==> src/rtl/lfsr_prng.sv <==
// Parametrised Galois LFSR with runtime reseed, zero-seed guard and an N-bit draw handshake.
// Optional step-period monitor (wrap_o/period_o) enabled by defining LFSR_WRAP_DETECT_EN.
module lfsr_prng #(
  parameter int               WIDTH    = 16,
  parameter logic [WIDTH-1:0] TAPS     = 16'hB400,
  parameter logic [WIDTH-1:0] SEED     = 16'hACE1,
  parameter int               OUT_BITS = 4
) (
  input  logic                clk_i,
  input  logic                rst_i,
  input  logic                en_i,
  input  logic                load_i,
  input  logic [WIDTH-1:0]    seed_i,
  input  logic                req_i,
  output logic                nextbit_o,
  output logic [WIDTH-1:0]    state_o,
  output logic [OUT_BITS-1:0] rand_o,
  output logic                valid_o,
  output logic                busy_o
`ifdef LFSR_WRAP_DETECT_EN
  ,
  output logic                wrap_o,
  output logic [WIDTH-1:0]    period_o
`endif
);

  localparam int CNT_W = $clog2(OUT_BITS + 1);

  generate
    if (SEED == '0) begin : g_bad_seed
      $error("lfsr_prng: SEED must be nonzero");
    end
    if (WIDTH < 2 || WIDTH > 32) begin : g_bad_width
      $error("lfsr_prng: WIDTH must be in 2..32");
    end
    if (OUT_BITS < 1 || OUT_BITS > WIDTH) begin : g_bad_out_bits
      $error("lfsr_prng: OUT_BITS must be in 1..WIDTH");
    end
  endgenerate

  // Handshake: req_i is accepted only while busy_o is low; the drawn word is
  // presented on rand_o together with a single-cycle valid_o pulse (no back-pressure).
  typedef enum logic [1:0] {
    S_IDLE  = 2'd0,
    S_SHIFT = 2'd1,
    S_DONE  = 2'd2
  } fsm_t;

  fsm_t                r_fsm, w_fsm_nxt;
  logic [WIDTH-1:0]    r_state, w_state_nxt, w_step, w_load_val;
  logic [CNT_W-1:0]    r_cnt, w_cnt_nxt;
  logic [OUT_BITS-1:0] r_rand, w_rand_nxt;
  logic                w_stepping;

  always_comb begin
    w_step     = {1'b0, r_state[WIDTH-1:1]} ^ (r_state[0] ? TAPS : '0);
    w_load_val = (seed_i == '0) ? SEED : seed_i;
  end

  always_comb begin
    w_fsm_nxt  = r_fsm;
    w_cnt_nxt  = r_cnt;
    w_rand_nxt = r_rand;
    w_stepping = 1'b0;
    if (load_i) begin
      // Reseed aborts any draw; rand_o keeps whatever it already holds.
      w_fsm_nxt = S_IDLE;
      w_cnt_nxt = '0;
    end else begin
      case (r_fsm)
        S_IDLE: begin
          if (req_i) begin
            w_fsm_nxt = S_SHIFT;
            w_cnt_nxt = '0;
          end else begin
            w_stepping = en_i;
          end
        end
        S_SHIFT: begin
          w_stepping = 1'b1;
          for (int b = 0; b < OUT_BITS; b++) begin
            if (r_cnt == CNT_W'(b)) w_rand_nxt[b] = r_state[0];
          end
          if (r_cnt == CNT_W'(OUT_BITS - 1)) w_fsm_nxt = S_DONE;
          else                               w_cnt_nxt = r_cnt + 1'b1;
        end
        S_DONE:  w_fsm_nxt = S_IDLE;
        default: w_fsm_nxt = S_IDLE;
      endcase
    end
    if (load_i)          w_state_nxt = w_load_val;
    else if (w_stepping) w_state_nxt = w_step;
    else                 w_state_nxt = r_state;
  end

  always_ff @(posedge clk_i) begin
    if (rst_i) begin
      r_fsm   <= S_IDLE;
      r_cnt   <= '0;
      r_rand  <= '0;
      r_state <= SEED;
    end else begin
      r_fsm   <= w_fsm_nxt;
      r_cnt   <= w_cnt_nxt;
      r_rand  <= w_rand_nxt;
      r_state <= w_state_nxt;
    end
  end

  assign nextbit_o = r_state[0];
  assign state_o   = r_state;
  assign rand_o    = r_rand;
  assign valid_o   = (r_fsm == S_DONE);
  assign busy_o    = (r_fsm != S_IDLE);

`ifdef LFSR_WRAP_DETECT_EN
  logic [WIDTH-1:0] r_wcnt, r_last_seed, r_period;
  logic             r_wrap;

  // Period is measured against the most recently loaded seed, not the reset seed.
  always_ff @(posedge clk_i) begin
    if (rst_i) begin
      r_wcnt      <= '0;
      r_last_seed <= SEED;
      r_period    <= '0;
      r_wrap      <= 1'b0;
    end else begin
      r_wrap <= 1'b0;
      if (load_i) begin
        r_wcnt      <= '0;
        r_last_seed <= w_load_val;
      end else if (w_stepping) begin
        if (w_step == r_last_seed) begin
          r_wrap   <= 1'b1;
          r_period <= r_wcnt + 1'b1;
          r_wcnt   <= '0;
        end else begin
          r_wcnt <= r_wcnt + 1'b1;
        end
      end
    end
  end

  assign wrap_o   = r_wrap;
  assign period_o = r_period;
`endif

endmodule

==> config.mk <==
export PLATFORM = sky130hd
export DESIGN_NAME = lfsr_prng
export DESIGN_NICKNAME = d
export VERILOG_FILES = /design/src/rtl/lfsr_prng.sv
export SDC_FILE = /design/constraint.sdc
export NUM_CORES = 1
export LEC_CHECK = 0
export BUFFER_PORTS_ARGS = -buffer_cell sky130_fd_sc_hd__buf_2
export CORE_MARGIN = 2
export CORE_UTILIZATION = 50
export DETAILED_ROUTE_END_ITERATION = 6
export PLACE_DENSITY = 0.79
export SLEW_MARGIN = 0
export SYNTH_ARGS = -nofsm -noshare
export SYNTH_HDL_FRONTEND = slang
export SYNTH_SLANG_ARGS = --single-unit
==> constraint.sdc <==
create_clock -name clk_i -period 2 [get_ports clk_i]
set_input_delay 0.1 -clock clk_i [delete_from_list [all_inputs] [get_ports clk_i]]
set_output_delay 0.1 -clock clk_i [all_outputs]
set_load 0.03 [all_outputs]
Yosys cells after proc, flatten, opt, wreduce, memory -nomap -nowiden:

Index checks and enable logic that the tools add are counted.

* register bits: 25
* input bits: 21
* output and inout bits: 23
* logic and storage cells: 44

* add/sub/neg operators: 1
* equality and inequality tests: 8
* multiplexer cells: 13
* bitwise logic cells: 2
* reduce and logical (&&, ||, !) cells: 13

Operators by type and width (count)
* $mux W16: 4
* $logic_not A16 Y1: 1
* $xor A15 B16 Y16: 1
* $reduce_and A3 Y1: 5
* $eq A3 B2 Y1 const B: 2
* $mux W3: 2
* $ne A2 B2 Y1 const B: 3
* $pmux W3 S2: 1
* $reduce_bool A2 Y1: 3
* $mux W2: 2
* $pmux W2 S2: 1
* $add A3 B1 Y3 const B: 1
* $eq A3 B1 Y1 const B: 1
* $logic_not A3 Y1: 1
* $eq A2 B1 Y1 const B: 1
* $eq A2 B2 Y1 const B: 1
* $logic_not A2 Y1: 1
* $mux W1: 2
* $pmux W1 S2: 1
* $reduce_and A2 Y1: 1
* $reduce_or A2 Y1: 1
* $not A1 Y1: 1

Depth between registers and ports, before layout:

* word-level depth: 5
* mapped depth: 6
* gate-level depth less buffers: 6

Worst setup path before layout:

OpenSTA, ideal clock, no wires.

* path kind: reg-to-reg
* from: reg r_cnt[0]
* to: reg r_rand[3], in the netlist rand_o[3]
* data arrival time: 1.281 ns
* required time: 1.872 ns
* slack: 0.591 ns
* cell stages (with the launch flop): 7
* cells stage by stage: dfxtp_1 > ha_1 > ha_1 > nand2_1 > nor3_1 > mux2i_1 > nor2_1

* longest elaborated chain between the ends: 2

RTL lines
* from (decl): RTL line 51 `logic [CNT_W-1:0] r_cnt, w_cnt_nxt;`
* from (signal assigned): RTL line 104 `r_cnt <= w_cnt_nxt;`
* $eq A3 B2 Y1: RTL line 82 `if (r_cnt == CNT_W'(b)) w_rand_nxt[b] = r_state[0];`
* $reduce_and A3 Y1 (no source line)
* to (signal assigned): RTL line 105 `r_rand <= w_rand_nxt;`
* to (decl): RTL line 52 `logic [OUT_BITS-1:0] r_rand, w_rand_nxt;`

No other way between the ends.
A chain may end at the register's enable or synchronous reset.

Worst setup path in the final report:

Ends and elaborated chain as after synthesis.

==> metrics.txt <==
status finished clean; CP Data Required Time 2.21 ns; CP Buf/Inv Count 0; PwrDens 665 mW/mm^2; synth-to-layout area growth 16.4%; initial DRC count 36; Die ar. 0.00314 mm^2; met3 wire len 146 um; Post-CTS Setup Bufs 0; Post-Route WL 3220 um; worst slew pin tran 0.476 ns; Starting Density 53.8%; cts-stage hold buffer count 0; most frequent cells in the layout buf_2 (43), dfxtp_1 (25), nor3_1 (13); H-tree Lvls 1; Routed met2 length 1590 um; clk_skew 0.00866 ns; Synth Cell Area 0.00136 mm^2; grt total ovfl 0; most common cell after layout, fill and taps aside buf_2; Crit-path slowest cell dfxtp_1; Setup Viol. Count Final 0; path type of the worst min-delay path in -> reg; drt wl/cell 14.8 um; Nets 215; CP arrival 1.88 ns; Worst Setup End Kind register; Cells after Synth 153; Final period util 83.8%; largest net degree at the start of global routing 26; CP most frequent cell ha_1; Clk Latency, worst-skew pair 0.32 ns; hold slack 0.0593 ns; Synthesis Warnings 0; worst setup path class reg -> reg; Yosys cell types 34; fill cell count 239; ant diodes 0; TNS Setup 0 ns; register area share after synthesis 36.9%; CP Max Fanout 7; top sig layer met4; critical path's top delay family flip-flops; final number of max-transition violations 0; DRC 0; met1 WL 1450 um; root buf cell clkbuf_4; core area 0.00252 mm^2; CTS Buffer Depth 2; Mapped Avg Cell Area 8.86 um^2; die height 56.1 um; async set-reset flop share out of synthesis 0%; vias 1279; crit start category register; final critical-path required period 1.68 ns; fraction of layout instances using a drive strength above 1 30.9%; IO Port Bufs 43; Ports 44; top_reg_cell synth dfxtp_1; vias in the first global route 1213; IR drop worst, VDD 0.527 mV; Synthesized Nets 179; initial antenna violation count 0; Die Wd 56.1 um; Crit path largest cell delay 0.45 ns; vias per cell 5.87; GP Congestion 0.798; RSZ-0062 raised after global routing false; first-pass GRT wire length 5260 um; EDFF count, synth 0; overall routing resource usage 20.7%; max cap viols 0; CTS tree done; critical-path cell list ha_1, ha_1, nand2_1, nor3_1, mux2i_1, nor2_1; Post-CTS Resized 0; remaining antenna violation count after routing 0; DR pass1 iterations 4; CTS Sinks 25; Rows 18; Clock transition at path regs 0.14 ns; fmax 0.597 GHz; worst relative slew slack 68.3%; Post-DP HPWL 2290 um; Pleak 0.640 nW; Fin. Hold Viols 0; TritonCTS Buffers 3; Yosys reg bits 25
[power breakdown]
group          internal (W)  switching (W)
Clock             0.0000781       0.000156
Combinational     0.0000899       0.000165
Sequential         0.000529      0.0000322
Total              0.000697       0.000353
[stage by stage]
step           cells  total power (W)  setup slack, ns  cell area (um^2)  util [%]
3_5_place_dp     214         0.000826            0.384              1550      61.6
3_3_place_gp     214         0.000819            0.511              1550      61.6
4_1_cts          218          0.00105            0.358              1580      62.6
2_1_floorplan    153         0.000748            0.591              1360         -
6_report         218          0.00105            0.324              1580      62.6
5_1_grt          218          0.00110            0.257              1580      62.6
[registers in the layout, summed over array words and instances (netlist names)]
signal / count
r_fsm: 2
r_cnt: 3
rand_o: 4
state_o: 16
[synthesized netlist by cell type (all sizes together), types with 2 or more instances]
cell | count | area (um^2)
dfxtp | 25 | 500
inv | 5 | 18.8
nor4b | 2 | 32.5
a211oi | 7 | 52.6
nor4 | 5 | 56.3
mux2i | 8 | 80.1
o21bai | 2 | 26.3
clkbuf | 4 | 15.0
a21oi | 12 | 60.1
xor2 | 2 | 17.5
a31oi | 8 | 50.1
nor2b | 10 | 62.6
a2bb2oi | 2 | 17.5
nand3 | 4 | 20.0
o21ai | 8 | 40.0
o31ai | 2 | 20.0
ha | 5 | 62.6
nor2 | 5 | 18.8
buf | 9 | 48.8
nand2 | 9 | 33.8
nor3 | 13 | 65.1
[final timing paths]
kind / startpoint / to / slack [ns] / cells past startpoint
max: r_cnt[0]$_SDFFE_PP0P_ / rand_o[3]$_SDFFE_PP0P_ / 0.32 / 6
min: seed_i[7] / state_o[7]$_SDFFE_PP1P_ / 0.06 / 3
max reg2reg: r_cnt[0]$_SDFFE_PP0P_ / rand_o[3]$_SDFFE_PP0P_ / 0.32 / 6
min reg2reg: rand_o[2]$_SDFFE_PP0P_ / rand_o[2]$_SDFFE_PP0P_ / 0.46 / 2
[cells by family (layout without fill, tap and decap cells)]
logic type | after synthesis | count (layout) | share of synthesized area (%)
adders and majority gates | 5 | 5 | 4.61
AOI/OAI and AO/OA | 45 | 45 | 22.8
buffers and inverters | 18 | 53 | 6.09
DFF | 25 | 25 | 36.9
and+or+nand+nor | 49 | 49 | 21.8
muxes | 8 | 8 | 5.90
xor gates and xnor gates | 3 | 3 | 1.94
[worst min-delay path: stages]
cell and delay (ns):
buf_2 0.10, nor2b_1 0.05, o21ai_1 0.11
[routing by layer]
layer  track usage (%)  vias up
li1                  -      630
met3              2.79        4
met2              35.5       39
met5                 0        -
met1              26.4      606
met4              7.48        0
[area by class of cell]
class,instances,area (um^2),area share (%)
Clock buffer,4,26.3,1.66
Inverter,5,18.8,1.19
Multi-Input combinational cell,110,773,49.0
Sequential cell,25,500,31.7
Tap cell,30,37.5,2.38
Timing Repair Buffer,44,223,14.1
Note: power is estimated with default switching activity, not from simulation.
